--- src/rtl/m65c02_rdsel.sv ---
// Register read select for the M65C02 ALU: latches the OAX/OAY/OSY prefix overrides and applies their swaps to operand reads.
// Optional feature macro M65C02_PFX_CONFLICT_EN: the first of two conflicting prefixes wins, and Pfx_Err pulses.
module m65c02_rdsel #(
  parameter logic [7:0] OAX_OP = 8'h1B,
  parameter logic [7:0] OAY_OP = 8'h3B,
  parameter logic [7:0] OSY_OP = 8'h9B
) (
  input  logic       Clk,
  input  logic       Rst,
  input  logic       Rdy,
  input  logic       IR_Ld,
  input  logic [7:0] Opcode,
  input  logic       Done,
  input  logic       ISR,
  input  logic [2:0] Reg_RE,
  input  logic [2:0] RSel,
  output logic       OAX,
  output logic       OAY,
  output logic       OSY,
  output logic [4:0] RdSel,
  output logic       Pfx_Err
);

  localparam logic [1:0] IDLE = 2'd0;
  localparam logic [1:0] PFX  = 2'd1;
  localparam logic [1:0] ACT  = 2'd2;

  // One-hot physical sources, ordered {A,X,Y,P,S}
  localparam logic [4:0] SEL_NONE = 5'b00000;
  localparam logic [4:0] SEL_A    = 5'b10000;
  localparam logic [4:0] SEL_X    = 5'b01000;
  localparam logic [4:0] SEL_Y    = 5'b00100;
  localparam logic [4:0] SEL_P    = 5'b00010;
  localparam logic [4:0] SEL_S    = 5'b00001;

  logic [1:0] state, state_nxt;
  logic       f_x, f_y, f_s;
  logic       f_x_nxt, f_y_nxt, f_s_nxt;
  logic       err_nxt;
  logic       merge;
  logic       is_x, is_y, is_s, is_pfx;
  logic [4:0] log_sel, phys_sel;

  assign is_x   = IR_Ld && (Opcode == OAX_OP);
  assign is_y   = IR_Ld && (Opcode == OAY_OP);
  assign is_s   = IR_Ld && (Opcode == OSY_OP);
  assign is_pfx = is_x || is_y || is_s;

  // NOTE: every signal gets a default at the top of the block; otherwise a path that does not assign it infers a latch.
  always_comb begin
    state_nxt = state;
    f_x_nxt   = f_x;
    f_y_nxt   = f_y;
    f_s_nxt   = f_s;
    merge     = 1'b0;
    err_nxt   = 1'b0;

    if (ISR) begin
      state_nxt = IDLE;
      f_x_nxt   = 1'b0;
      f_y_nxt   = 1'b0;
      f_s_nxt   = 1'b0;
    end else begin
      case (state)
        IDLE: begin
          if (is_pfx) begin
            merge     = 1'b1;
            state_nxt = PFX;
          end
        end
        PFX: begin
          if (is_pfx) merge = 1'b1;
          else if (IR_Ld) state_nxt = ACT;
        end
        ACT: begin
          if (Done) begin
            f_x_nxt   = 1'b0;
            f_y_nxt   = 1'b0;
            f_s_nxt   = 1'b0;
            merge     = is_pfx;
            state_nxt = is_pfx ? PFX : IDLE;
          end
        end
        default: state_nxt = IDLE;
      endcase
    end

    // A new prefix is merged over the base flags chosen above
    if (merge) begin
`ifdef M65C02_PFX_CONFLICT_EN
      if ((is_x && f_y_nxt) || (is_y && (f_x_nxt || f_s_nxt)) || (is_s && f_y_nxt)) begin
        err_nxt = 1'b1;
      end else begin
        if (is_x) f_x_nxt = 1'b1;
        if (is_y) f_y_nxt = 1'b1;
        if (is_s) f_s_nxt = 1'b1;
      end
`else
      if (is_x) begin
        f_x_nxt = 1'b1;
        f_y_nxt = 1'b0;
      end
      if (is_y) begin
        f_y_nxt = 1'b1;
        f_x_nxt = 1'b0;
        f_s_nxt = 1'b0;
      end
      if (is_s) begin
        f_s_nxt = 1'b1;
        f_y_nxt = 1'b0;
      end
`endif
    end
  end

  always_comb begin
    log_sel = SEL_NONE;
    case (Reg_RE)
      3'b001: log_sel = SEL_X;
      3'b010: log_sel = SEL_Y;
      3'b011: log_sel = SEL_A;
      3'b100: begin
        case (RSel)
          3'b001:         log_sel = SEL_X;
          3'b010:         log_sel = SEL_Y;
          3'b011:         log_sel = SEL_A;
          3'b101:         log_sel = SEL_S;
          3'b110, 3'b111: log_sel = SEL_P;
          default:        log_sel = SEL_NONE;
        endcase
      end
      3'b101:  log_sel = SEL_S;
      3'b110:  log_sel = SEL_P;
      default: log_sel = SEL_NONE;
    endcase

    // The swaps use the overrides that are already registered for the instruction in flight
    case (log_sel)
      SEL_A:   phys_sel = OAX ? SEL_X : (OAY ? SEL_Y : SEL_A);
      SEL_X:   phys_sel = OAX ? SEL_A : SEL_X;
      SEL_Y:   phys_sel = OAY ? SEL_A : (OSY ? SEL_S : SEL_Y);
      SEL_S:   phys_sel = OSY ? SEL_Y : SEL_S;
      default: phys_sel = log_sel;
    endcase
  end

  // NOTE: sequential state uses non-blocking assignments so that every register samples values from before the edge.
  always_ff @(posedge Clk) begin
    if (Rst) begin
      state   <= IDLE;
      f_x     <= 1'b0;
      f_y     <= 1'b0;
      f_s     <= 1'b0;
      OAX     <= 1'b0;
      OAY     <= 1'b0;
      OSY     <= 1'b0;
      RdSel   <= SEL_NONE;
      Pfx_Err <= 1'b0;
    end else if (Rdy) begin
      state   <= state_nxt;
      f_x     <= f_x_nxt;
      f_y     <= f_y_nxt;
      f_s     <= f_s_nxt;
      OAX     <= f_x_nxt && (state_nxt == ACT);
      OAY     <= f_y_nxt && (state_nxt == ACT);
      OSY     <= f_s_nxt && (state_nxt == ACT);
      RdSel   <= phys_sel;
      Pfx_Err <= err_nxt;
    end
  end

endmodule

--- config.mk ---
export PLATFORM = sky130hd
export DESIGN_NAME = m65c02_rdsel
export DESIGN_NICKNAME = d
export VERILOG_FILES = /design/src/rtl/m65c02_rdsel.sv
export SDC_FILE = /design/constraint.sdc
export NUM_CORES = 1
export LEC_CHECK = 0
export BUFFER_PORTS_ARGS = -buffer_cell sky130_fd_sc_hd__buf_4
export CAP_MARGIN = 20
export CORE_MARGIN = 2
export CORE_UTILIZATION = 49
export DETAILED_ROUTE_END_ITERATION = 8
export PLACE_DENSITY = 0.81
export SLEW_MARGIN = 10
export SYNTH_ARGS = -nofsm -noshare
export SYNTH_HDL_FRONTEND = slang
export SYNTH_SLANG_ARGS = --single-unit
--- constraint.sdc ---
create_clock -name Clk -period 2.05 [get_ports Clk]
set_input_delay 0.41 -clock Clk [delete_from_list [all_inputs] [get_ports Clk]]
set_output_delay 0.41 -clock Clk [all_outputs]
set_load 0.03 [all_outputs]
* After elaboration in Yosys (flattened, before gate mapping)
Index checks and enable logic that the tools add are counted.
Storage, ports and cells: bits in registers 13, bits of input ports 20, output and inout bits 9, logic and storage cells 80
Cells by class: equality and inequality tests 22, muxes and demuxes 39, reduce and logical (&&, ||, !) cells 11
Operators by type and width (number):
- 5-bit one-hot mux with 6 select lines | 1
- 5-bit one-hot mux with 5 select lines | 1
- 1-bit two-way mux | 23
- 5-bit two-way mux | 4
- 5-bit one-hot mux with 4 select lines | 1
- 3-bit equality test (second input constant) | 6
- 3-bit by 2-bit equality test with 1-bit output (second input constant) | 4
- 2-bit two-way mux | 5
- 8-bit by 5-bit equality test with 1-bit output (second input constant) | 1
- 8-bit by 6-bit equality test with 1-bit output (second input constant) | 1
- 8-bit equality test (second input constant) | 1
- 3-bit by 1-bit equality test with 1-bit output (second input constant) | 2
- 1-bit logical AND | 6
- 3-bit two-way mux | 2
- 2-bit one-hot mux with 3 select lines | 1
- 5-bit by 1-bit equality test with 1-bit output (second input constant) | 1
- 5-bit by 3-bit equality test with 1-bit output (second input constant) | 1
- 5-bit by 4-bit equality test with 1-bit output (second input constant) | 1
- 5-bit equality test (second input constant) | 1
- 2-bit equality test (second input constant) | 2
- 2-bit OR reduction | 2
- 2-bit by 1-bit equality test with 1-bit output (second input constant) | 1
- 2-bit logical NOT | 1
- 1-bit logical OR | 2
- 1-bit one-hot mux with 2 select lines | 1

* Depth between registers and ports, before layout
depth in word-level cells 10, depth in mapped cells 6, gate-level depth less buffers 5

* Worst setup path before layout
OpenSTA, ideal clock, no wires.
path type input to register, from input Reg_RE[1], to register RdSel[2], setup time 0.117 ns, arrival 1.481 ns, data required time 1.933 ns, slack 0.451 ns, cell stages on the path 6, path buffers 1, path through buf_2 -> nand4bb_1 -> o21ai_0 -> and3b_1 -> a311o_1 -> a32o_1
Between the ends: longest elaborated chain between the ends 4, elaborated cells between the ends (all ways) 12, those cells by class eq/ne: 10; mux: 2
RTL lines:
- start: declaration | line 15 | input logic [2:0] Reg_RE,
- 3-bit equality test (tied with other cells) | line 118 | case (Reg_RE)
- 5-bit one-hot mux with 6 select lines * | line 118
- 5-bit by 1-bit equality test with 1-bit output (tied with other cells) | line 138 | case (log_sel)
- 5-bit one-hot mux with 4 select lines * | line 138
- end signal: assignment | line 167 | RdSel <= phys_sel;
- end: declaration | line 20 | output logic [4:0] RdSel,
Mark *: on every way between the ends. The rest lies on a longest branch, timed or not. A chain may end at the register's enable or synchronous reset.

* Worst setup path after layout
from register state[0], to register OAX
Between the ends: longest elaborated chain between the ends 7, elaborated cells between the ends (all ways) 19, those cells by class eq/ne: 3; mux: 13; reduce/logical: 3
RTL lines:
- start: declaration | line 36 | logic [1:0] state, state_nxt;
- start signal: assignment | line 160 | state <= state_nxt;
- 2-bit equality test | line 64 | case (state)
- 1-bit two-way mux | line 64
- 1-bit two-way mux | line 58 | if (ISR) begin
- 1-bit two-way mux | line 99 | if (is_x) begin
- 1-bit two-way mux | line 103 | if (is_y) begin
- 1-bit two-way mux | line 89 | if (merge) begin
- 1-bit logical AND * | line 164 | OAX <= f_x_nxt && (state_nxt == ACT);
- end signal: assignment | line 164
- end: declaration | line 17 | output logic OAX,
Marks and branches as above.

==> results by group <==
Synth
  – Cells after synthesis: 109
  – Synth Area in Simple Gates: 0.281
  – Post-synth EDFFs: 0
  – Avg Cell Area, Syn: 8.17 sq um
  – Synth unique cells: 42
  – Post-synth net total: 129
  – Yosys reg bits: 13
  – Synth Area in Compound Gates: 0.324
  – Seq/Total Area, Yosys: 0.292
  – Ys async rst share: 0
  – Synth Area in Adders: 0
  – Synth Cell Area: about 900 sq um
  – Synth warn: 0
  – XOR/XNOR share of the synthesized area: 0
  – Largest family of logic cells by synthesized area: compound AO/OA/AOI/OAI gates
  – Top FF cell, synth: dfxtp_1
  – Post-synthesis mux area share: 0.0449

Power and ir drop
  – PnR Total Power: 0.542 mW
  – PD cells: 481 nW/um^2
  – Pleak: around 0.44 nW
  – Maximum VDD drop: 0.344 mV

Timing
  – Worst Skew: around 0.0067 ns
  – Sum Neg Setup Slack: 0 ns
  – RSZ-0062 raised after global routing: no
  – Final Hold Fails: 0
  – Slew Limit Fails: 0
  – Worst hold slack: between 0.3 and 0.4 ns
  – Tcrit/Tclk final: 0.795
  – Highest clock rate: about 600 MHz
  – Final setup viols: 0
  – Tmin final: 1.63 ns

Cells and area
  – Number of fillers in the final layout: 169
  – Register area: 260 sq um
  – Synth-to-Final Area Change: 26.4%
  – Antenna Diode Count: 0
  – Multi-input gate area: about 580 sq um
  – Share of layout cells above drive strength 1: 0.259
  – Most frequent cells in the layout: 27 x buf_4, 13 x dfxtp_1, 13 x nor2_1
  – Fin nets: 156
  – Post-Layout Cell Count: 160
  – Commonest non-fill, non-tap cell in the layout: buf_4
  – Design Area, Final: 1130 sq um

CTS
  – CTS H-tree lvls: 1
  – Hold Buf Count CTS: 0
  – Clock Pin Slew Worst Setup and Hold Paths: 0.08 ns
  – Post-CTS sizing: 0
  – Max Buffers Root-to-Sink: 2
  – Postcts setup bufs: 0
  – Clock Sinks: 13
  – CTS tree: yes
  – Root Buffer: clkbuf_4
  – Clock Latency Late Sink: 0.28 ns
  – Num CTS Buffers: 3

Outcome
  – Status: finished, final reports clean

Floorplanning
  – Die Ht: 46.6 um
  – Initial core utilization: 0.516
  – Core area: 1730 sq um
  – Horiz. Die Dim: 46.6 um
  – Row Count: 15
  – I/O Pins: 29
  – Die area: around 2200 sq um

Critical path
  – FF-to-FF setup slack: between 0.4 and 0.5 ns
  – Worst Setup End Kind: flip-flop
  – CP Buf/Inv Count: 0
  – Req. time, crit path: 2.22 ns
  – Crit. Startpoint: state[0]
  – WP depth: 5
  – Reg-to-reg endpoint: OAX
  – CP Launch Type: flip-flop
  – Worst path max stage delay: 0.43 ns
  – CP Cell Sequence: nand2b_4 -> a2111oi_4 -> nand2b_1 -> mux2i_1 -> a22o_1
  – CP Max Fanout: 5
  – Worst Setup EP: OAX
  – Worst setup path category: flip-flop to flip-flop
  – Data arrival, critical path: approximately 1.8 ns
  – Crit path max-delay family: compound AO/OA/AOI/OAI gates
  – Worst-case reg-to-reg path depth: 5
  – Slowest-stage cell, CP: a2111oi_4
  – Reg2reg start: state[0]

Place
  – Number of cells in the design after placement: 156
  – GP Congestion: 0.814
  – Placed inst area: 1100 sq um
  – Buffers on Ports: 27
  – DP HPWL: approximately 1.6 mm

Global routing
  – Global Route Usage Sum: 0.214
  – Largest net degree at the start of global routing: 15
  – Congestion Overflow GR: 0
  – First-pass GRT wire length: 3.28 mm
  – Vias in the first global route: 843
  – Initial antenna violation count: 0

Route
  – Avg WL per Cell: 13.2 um
  – Vias per inst: 5.79
  – DR vias: between 900 and 1k
  – Final wirelength: roughly 2.1 mm
  – DR pass1 iterations: 4
  – DRC Markers: 0
  – Final ANT Viol Nets: 0
  – DR iter-0 viols: 13

Flow run
  – Max cap viols: 0

Worst hold path
  – Worst hold path type: primary input to flip-flop
[worst min path at each step]
stage              from        to  slack [ns]  depth (start not counted)
5_1_grt             Rst       f_y        0.40                          2
2_1_floorplan       f_x       f_x        0.45                          2
4_1_cts             Rst       f_y        0.40                          2
3_5_place_dp   RdSel[4]  RdSel[4]        0.47                          2
3_3_place_gp   RdSel[2]  RdSel[2]        0.46                          1
6_report            Rst  state[0]        0.40                          2
[power breakdown]
group          leakage [nW]  total (mW)  internal (mW)  switching [mW]
clock network        0.0150       0.160         0.0755          0.0841
registers             0.106       0.263          0.258         0.00484
logic                 0.324       0.119         0.0545          0.0648
total                 0.445       0.542          0.388           0.154
[through the flow]
step / setup WS [ns] / util
4_1_cts: 0.436 / 0.652
3_3_place_gp: 0.306 / 0.637
5_1_grt: 0.344 / 0.652
6_report: 0.421 / 0.652
3_5_place_dp: 0.256 / 0.637
2_1_floorplan: 0.451 / -
[state kept, by name, indices dropped and copies added (netlist names)]
| name | flops |
|---|---|
| f_s | 1 |
| f_y | 1 |
| f_x | 1 |
| OAY | 1 |
| state | 2 |
| RdSel | 5 |
| OAX | 1 |
| OSY | 1 |
[synthesized netlist by cell type, drive strengths merged, types with 2 or more instances]
cell type | count | area share
a2111oi | 2 | 0.048
a211o | 2 | 0.020
a211oi | 2 | 0.017
a21oi | 12 | 0.067
a22o | 2 | 0.020
a311o | 2 | 0.022
a31oi | 3 | 0.021
a32o | 3 | 0.034
buf | 2 | 0.014
clkbuf | 3 | 0.014
dfxtp | 13 | 0.29
inv | 6 | 0.025
mux2i | 4 | 0.045
nand2 | 6 | 0.025
nand2b | 5 | 0.052
nor2 | 13 | 0.055
nor2b | 3 | 0.021
nor3 | 3 | 0.017
nor4b | 2 | 0.020
o21ai | 4 | 0.022
[layer usage]
layer  global-route usage  routed length (um)  up-vias  share of wire
met4                0.128                  25        0          0.012
met2                0.375                1070       38           0.50
li1                     -                   -      461              -
met3               0.0353                 121        4          0.057
met1                0.238                 904      424           0.43
met5                    0                   0        -              0
[cells by family (layout without fill, tap and decap cells)]
logic type | count (synthesis) | count (layout)
flops | 13 | 13
mux | 4 | 4
compound gates | 38 | 38
other cells | 1 | 1
buf+inv | 11 | 37
simple gates | 42 | 42
[cell type report]
cell class | count | share of cell area
well taps | 25 | 0.0278
clock buffers | 4 | 0.0233
inverters | 6 | 0.0200
flip-flops and latches | 13 | 0.231
multi-input cells | 85 | 0.518
repair buffers | 27 | 0.180
No activity file was read; power rests on OpenSTA's default activity.
